### src/rtl/nvm_snn_pkg.sv
// Shared constants and helpers for the SNN spike counter bank:
// register word indices, register bit positions, the Wishbone FSM state
// type and small elaboration-time helper functions.
package nvm_snn_pkg;

    // Register word indices (byte address bits [2 +: AW])
    localparam int CTRL_IDX     = 0;
    localparam int STATUS_IDX   = 1;
    localparam int CNT_BASE_IDX = 2;

    // CTRL bit positions
    localparam int CTRL_EN_BIT  = 0;
    localparam int CTRL_CLR_BIT = 1;

    // STATUS bit positions
    localparam int STATUS_SAT_BIT = 0;
    localparam int STATUS_TS_LSB  = 16;

    // Wishbone slave handshake states
    typedef enum logic [0:0] {
        WB_IDLE = 1'b0,
        WB_ACK  = 1'b1
    } wb_state_e;

    // Number of 32-bit words needed to pack n counters of w bits each
    function automatic int cnt_words(input int n, input int w);
        int cpw;
        cpw = 32 / w;
        return (n + cpw - 1) / cpw;
    endfunction

    // Byte lanes covering counter slot 'slot' of width w inside a 32-bit word
    function automatic logic [3:0] lane_mask(input int slot, input int w);
        logic [3:0] m;
        int         first;
        int         last;
        first = (slot * w) / 8;
        last  = ((slot + 1) * w - 1) / 8;
        for (int b = 0; b < 4; b++) begin
            m[b] = (b >= first) && (b <= last);
        end
        return m;
    endfunction

endpackage

### src/rtl/nvm_sat_counter.sv
// Single saturating spike counter.
// Priority: clr > load > inc. A clear that coincides with an increment
// leaves the counter at 1 so a spike landing on a clear-on-read edge is
// kept; a hard clear suppresses inc upstream instead.
module nvm_sat_counter #(
    parameter int CNT_W = 4
) (
    input  logic             wb_clk_i,
    input  logic             wb_rst_i,
    input  logic             inc,
    input  logic             load,
    input  logic [CNT_W-1:0] load_val,
    input  logic             clr,
    output logic [CNT_W-1:0] value,
    output logic             sat_hit
);

    localparam logic [CNT_W-1:0] CNT_MAX = {CNT_W{1'b1}};
    localparam logic [CNT_W-1:0] CNT_ONE = CNT_W'(1);

    logic [CNT_W-1:0] value_r;

    // Counter register: clear, preload, or saturating increment
    always_ff @(posedge wb_clk_i) begin
        if (wb_rst_i) begin
            value_r <= '0;
        end else if (clr) begin
            value_r <= inc ? CNT_ONE : '0;
        end else if (load) begin
            value_r <= load_val;
        end else if (inc && (value_r != CNT_MAX)) begin
            value_r <= value_r + CNT_ONE;
        end else begin
            value_r <= value_r;
        end
    end

    assign value   = value_r;
    // Only an increment that actually applies can saturate
    assign sat_hit = inc && !clr && !load && (value_r == CNT_MAX);

endmodule

### src/rtl/nvm_spike_counter_bank.sv
// Wishbone-readable bank of saturating per-neuron spike counters.
// Host controls counting/clear via CTRL, monitors saturation and the
// timestep count via STATUS, and reads/preloads packed counters.
// Optional build macro SPIKE_CLEAR_ON_READ_EN: a CNT read zeroes the
// counters of the word read (data returned is the pre-clear value).
module nvm_spike_counter_bank
    import nvm_snn_pkg::*;
#(
    parameter int N_NEURONS = 64,
    parameter int CNT_W     = 4,
    parameter int TS_W      = 16
) (
    input  logic                 wb_clk_i,
    input  logic                 wb_rst_i,
    input  logic                 wbs_cyc_i,
    input  logic                 wbs_stb_i,
    input  logic                 wbs_we_i,
    input  logic [3:0]           wbs_sel_i,
    input  logic [31:0]          wbs_adr_i,
    input  logic [31:0]          wbs_dat_i,
    output logic                 wbs_ack_o,
    output logic [31:0]          wbs_dat_o,
    input  logic                 spike_valid_i,
    input  logic [N_NEURONS-1:0] spike_vec_i
);

    localparam int CPW     = 32 / CNT_W;
    localparam int N_WORDS = cnt_words(N_NEURONS, CNT_W);
    localparam int AW      = $clog2(N_WORDS + 2);
    localparam int FLAT_W  = N_WORDS * 32;

    wb_state_e          state_r;
    logic               ack_r;
    logic [31:0]        dat_r;
    logic               count_en_r;
    logic               sat_sticky_r;
    logic [TS_W-1:0]    ts_cnt_r;

    logic [AW-1:0]      idx_s;
    logic               acc_s;
    logic               wr_s;
    logic               ctrl_wr_s;
    logic               clear_s;
    logic               w1c_s;
    logic               inc_en_s;
    logic               sat_any_s;
    logic [N_NEURONS-1:0] sat_hit_s;
    logic [CNT_W-1:0]   cnt_val_s [N_NEURONS];
    logic [FLAT_W-1:0]  cnt_flat_s;
    logic [31:0]        rdata_s;
    logic               unused_s;

    assign idx_s     = wbs_adr_i[2 +: AW];
    // A request is only taken in IDLE, so a held strobe is acked every other cycle
    assign acc_s     = (state_r == WB_IDLE) && wbs_cyc_i && wbs_stb_i;
    assign wr_s      = acc_s && wbs_we_i;
    assign ctrl_wr_s = wr_s && (idx_s == AW'(CTRL_IDX)) && wbs_sel_i[0];
    assign clear_s   = ctrl_wr_s && wbs_dat_i[CTRL_CLR_BIT];
    assign w1c_s     = wr_s && (idx_s == AW'(STATUS_IDX)) && wbs_sel_i[0]
                       && wbs_dat_i[STATUS_SAT_BIT];
    // A clear write drops the spike of the same cycle
    assign inc_en_s  = spike_valid_i && count_en_r && !clear_s;
    assign sat_any_s = |sat_hit_s;
    assign unused_s  = ^{wbs_adr_i, wbs_dat_i, wbs_sel_i};

    for (genvar n = 0; n < N_NEURONS; n++) begin : g_cnt
        localparam int         WORD  = n / CPW;
        localparam int         SLOT  = n % CPW;
        localparam logic [3:0] LMASK = lane_mask(SLOT, CNT_W);

        logic hit_s;
        logic load_s;
        logic clr_s;

        assign hit_s  = (idx_s == AW'(CNT_BASE_IDX + WORD));
        assign load_s = wr_s && hit_s && ((wbs_sel_i & LMASK) == LMASK);
`ifdef SPIKE_CLEAR_ON_READ_EN
        assign clr_s  = clear_s || (acc_s && !wbs_we_i && hit_s);
`else
        assign clr_s  = clear_s;
`endif

        nvm_sat_counter #(
            .CNT_W (CNT_W)
        ) u_cnt (
            .wb_clk_i (wb_clk_i),
            .wb_rst_i (wb_rst_i),
            .inc      (inc_en_s && spike_vec_i[n]),
            .load     (load_s),
            .load_val (wbs_dat_i[SLOT*CNT_W +: CNT_W]),
            .clr      (clr_s),
            .value    (cnt_val_s[n]),
            .sat_hit  (sat_hit_s[n])
        );
    end

    // Pack counters into words; bits past the last neuron stay zero
    always_comb begin
        cnt_flat_s = '0;
        for (int n = 0; n < N_NEURONS; n++) begin
            cnt_flat_s[n*CNT_W +: CNT_W] = cnt_val_s[n];
        end
    end

    // Read data mux over the register map (pre-update values)
    always_comb begin
        rdata_s = 32'h0000_0000;
        if (idx_s == AW'(CTRL_IDX)) begin
            rdata_s[CTRL_EN_BIT] = count_en_r;
        end else if (idx_s == AW'(STATUS_IDX)) begin
            rdata_s[STATUS_SAT_BIT]        = sat_sticky_r;
            rdata_s[STATUS_TS_LSB +: TS_W] = ts_cnt_r;
        end else if ((int'(idx_s) >= CNT_BASE_IDX) && (int'(idx_s) < CNT_BASE_IDX + N_WORDS)) begin
            rdata_s = cnt_flat_s[(int'(idx_s) - CNT_BASE_IDX)*32 +: 32];
        end else begin
            rdata_s = 32'h0000_0000;
        end
    end

    // Wishbone handshake FSM with registered ack and read data
    always_ff @(posedge wb_clk_i) begin
        if (wb_rst_i) begin
            state_r <= WB_IDLE;
            ack_r   <= 1'b0;
            dat_r   <= 32'h0000_0000;
        end else begin
            case (state_r)
                WB_IDLE: begin
                    if (wbs_cyc_i && wbs_stb_i) begin
                        state_r <= WB_ACK;
                        ack_r   <= 1'b1;
                        dat_r   <= wbs_we_i ? 32'h0000_0000 : rdata_s;
                    end else begin
                        state_r <= WB_IDLE;
                        ack_r   <= 1'b0;
                        dat_r   <= 32'h0000_0000;
                    end
                end
                WB_ACK: begin
                    state_r <= WB_IDLE;
                    ack_r   <= 1'b0;
                    dat_r   <= 32'h0000_0000;
                end
                default: begin
                    state_r <= WB_IDLE;
                    ack_r   <= 1'b0;
                    dat_r   <= 32'h0000_0000;
                end
            endcase
        end
    end

    // Control/status registers: count enable, saturation sticky, timestep count
    always_ff @(posedge wb_clk_i) begin
        if (wb_rst_i) begin
            count_en_r   <= 1'b0;
            sat_sticky_r <= 1'b0;
            ts_cnt_r     <= '0;
        end else begin
            if (ctrl_wr_s) begin
                count_en_r <= wbs_dat_i[CTRL_EN_BIT];
            end else begin
                count_en_r <= count_en_r;
            end

            if (clear_s) begin
                ts_cnt_r <= '0;
            end else if (inc_en_s) begin
                ts_cnt_r <= ts_cnt_r + TS_W'(1);
            end else begin
                ts_cnt_r <= ts_cnt_r;
            end

            // New saturation beats a same-cycle write-1-to-clear
            if (clear_s) begin
                sat_sticky_r <= 1'b0;
            end else if (sat_any_s) begin
                sat_sticky_r <= 1'b1;
            end else if (w1c_s) begin
                sat_sticky_r <= 1'b0;
            end else begin
                sat_sticky_r <= sat_sticky_r;
            end
        end
    end

    assign wbs_ack_o = ack_r;
    assign wbs_dat_o = dat_r;

endmodule
### config.mk
export PLATFORM = sky130hd
export DESIGN_NAME = nvm_spike_counter_bank
export DESIGN_NICKNAME = d
export VERILOG_FILES = /design/src/rtl/nvm_snn_pkg.sv /design/src/rtl/nvm_sat_counter.sv /design/src/rtl/nvm_spike_counter_bank.sv
export SDC_FILE = /design/constraint.sdc
export NUM_CORES = 1
export LEC_CHECK = 0
export CAP_MARGIN = 10
export CORE_ASPECT_RATIO = 1.2
export CORE_MARGIN = 10
export CORE_UTILIZATION = 50
export CTS_CLUSTER_SIZE = 14
export DETAILED_ROUTE_END_ITERATION = 16
export GPL_TIMING_DRIVEN = 0
export MAX_ROUTING_LAYER = met4
export PLACE_DENSITY = 0.71
export SLEW_MARGIN = 20
export SYNTH_ARGS = -nofsm -noshare
export SYNTH_HDL_FRONTEND = slang
export SYNTH_SLANG_ARGS = --single-unit
### constraint.sdc
create_clock -name wb_clk_i -period 3.96 [get_ports wb_clk_i]
set_clock_uncertainty 0.05 [all_clocks]
set_input_delay 0.594 -clock wb_clk_i [delete_from_list [all_inputs] [get_ports wb_clk_i]]
set_output_delay 0.594 -clock wb_clk_i [all_outputs]
set_load 0.03 [all_outputs]
==> results.txt <==
number of synthesized flops with an enable pin = 0
Core Region = 36800 µm²
Final period util = 99.0%
post-synthesis simple-gate area fraction = 17.8%
Yosys Warn Count = 0
post-synth top area share = 33.0%
cell with the most instances after synthesis = dfxtp_1
synthesized cell area = 18600 µm²
Worst R2R Path Depth = 7
Crit path buffers/inverters = 5
area grow syn2layout = 15.2%
IO buf count = 116
run status = finished, final reports clean
Syn Nets = 2331
Final Slew Violations = 0
Site Rows = 77
Critical Path Stages = 12
sequential area share after synthesis = 33.0%
pwr/cell area = 319 nW/µm²
crit start category = primary input
drt initial violations = 2093
commonest cells in the netlist = 307 x dfxtp_1, 268 x nor2_1, 165 x a211oi_1
Avg Cell Area, Syn = 8.75 µm²
layout cells sized above 1 = 9.93%
Worst-path clk slew = 0.06 ns
Routed Wire Length = 72000 µm
DR WL met2 = 32200 µm
dpl cells = 2715
Synth Area in Compound Gates = 16.9%
Slowest-stage cell, CP = clkdlybuf4s50_1
DIE WIDTH = 196 µm
Fillers = 3315
Clock Tree Buf Depth = 3
Max Freq = 255 MHz
CTS Buf Count = 34
Max-slew headroom = 7.48%
Top delay family on crit path = buffers and inverters
HPWL Detailed = 53000 µm
Worst setup EP type = flip-flop
Top Layer Used = met4
synthesized flop and latch total = 307
vias = 17771
CTS root buffer = clkbuf_16
Initial DRT Pass Iterations = 6
Peak VDD IR = 0.293 mV
drt wl/cell = 26.0 µm
worst endpoint required time = 4.36 ns
first-pass GRT wire length = 107000 µm
Total Power = 0.00684 W
Multi-input gate area = 11300 µm²
Layout Nets = 2483
All-Layer GR Usage = 31.4%
largest net degree at the start of global routing = 13
slew of the pin with the lowest slew margin = 1.37 ns
Initial Util = 50.6%
Final Hold Vio Count = 0
# IOs = 171
critical path arrival = 4.32 ns
global route overflow = 0
GPL Wtd Cong = 1.02
main combinational cell family by area after synthesis = simple AND/OR/NAND/NOR gates
met1 wire length = 28000 µm
Area contributors post-synth = dfxtp_1 33%, mux4_2 6.9%, a211oi_1 6.7%, xor2_1 5.7%, nor2_1 5.4%
CP peak stage delay = 0.56 ns
min Tclk post-route = 3.92 ns
count of different cell masters after synthesis = 70
CTS tree = yes
drt drc = 0
post-synthesis mux area share = 12.6%
HP Class = reg2reg
DR vias/cell = 6.41
non-filler cells, final = 2774
die height = 231 µm
RSZ-0062 raised after global routing = no
final antenna-violating net count = 0
MaxCap Viol Count = 0
CTS sink count = 307
asr flop ratio synth = 0%
leak pwr = 8.04 nW
insertion delay to the later sink of the worst-skew pair = 0.54 ns
die footprint = 45400 µm²
cell breakdown of the critical path = clkdlybuf4s50_1 > buf_4 > buf_4 > clkinv_1 > ha_1 > ha_1 > nor3_1 > o21ai_0 > nor2_1 > nand2_1 > buf_2 > nor2_1
met3 wire length = 7060 µm
Critical Setup Path Class = in2reg
Reg area = 6150 µm²
crit-path max FO = 10
H-tree depth = 2
worst hold path stage count = 2
XOR/XNOR Fraction of Synth Area = 8.66%
Top FF cell, synth = dfxtp_1
biggest area consumer among synthesized cells = dfxtp_1
Final setup viols = 0
Syn Inst Count = 2125
Adder-Cell Fraction of Synth Area = 4.57%
initial antenna violation count = 1
number of global-route vias before repair = 17090
sequential cells by signal, indices dropped and copies added, names as in the netlist:
name	count
ts_cnt_r	16
wbs_ack_o	1
g_cnt.u_cnt.value	256
count_en_r	1
sat_sticky_r	1
wbs_dat_o	32
metal layers:
metal  global-route usage, %  vias up
li1                        -     8031
met1                    37.8     8491
met2                    47.5      990
met3                    6.59      259
met4                    19.0        0
met5                       -        -
power by group:
part	internal, W	switching [W]	leakage, nW
clock	0.00182	0.00135	0.520
combinational	0.000183	0.000381	5.04
sequential	0.00310	0.0000130	2.47
path summary, 6_finish.rpt:
path	startpoint	endpoint	slack, ns
hold / removal	g_cnt[7].u_cnt.value[3]	g_cnt[7].u_cnt.value[3]	0.45
setup reg to reg	wbs_ack_o	g_cnt[31].u_cnt.value[1]	0.72
setup / recovery	wbs_adr_i[3]	wbs_dat_o[11]	0.04
hold reg to reg	g_cnt[7].u_cnt.value[3]	g_cnt[7].u_cnt.value[3]	0.45
cells by family (layout without fill, tap and decap cells):
group,Yosys count,count (layout)
compound gates,455,455
flops,307,307
fa+ha+maj,68,68
mux,161,161
xor+xnor,184,184
simple gates,680,680
buf+inv,270,442
other cells,0,3
per-stage QoR:
stage	util (%)	area, µm²	setup slack, ns	hold slack, ns	setup TNS (ns)
2_1_floorplan	-	18600	1.03	0.409	0
5_1_grt	58.2	21400	0.0145	0.475	0
6_report	58.2	21400	0.0416	0.446	0
4_1_cts	58.2	21400	0.0309	0.447	0
3_3_place_gp	55.3	20400	-0.789	0.428	-12.34
3_5_place_dp	55.3	20400	-0.747	0.438	-12.68
tightest hold or removal path: cells and delay by family, from the launching register on:
family	cells	cell delay, ns
compound gates	1	0.05
simple gates	1	0.06
flops	1	0.34
final cells by class:
cell class	instances	area share, %
antenna	3	0.0350
buffer	197	4.31
clock buffer	51	4.71
clock inverter	5	0.234
inverter	73	1.28
multi-input combinational	1548	52.6
sequential	307	28.7
tap	474	2.77
timing repair buffer	116	5.42
placed cells by master (no fill, tap or decap), types with 61 or more instances in the layout:
cell             count
dfxtp_1            307
nor2_1             268
a211oi_1           165
xor2_1             122
clkdlybuf4s50_1    116
a21oi_1            107
nand3_1            104
clkbuf_1           102
nand2_1             94
mux2i_1             89
inv_1               72
nand4_1             72
ha_1                68
xnor2_1             62
and3_1              61
o21ai_0             61
what timing repair did:
item,CTS,global route
hold buffers,0,0
resized for setup,1,2
setup buffers,0,0
endpoints found under the setup margin,10,10
gates cloned,0,0
(Power assumes the default switching activity.)
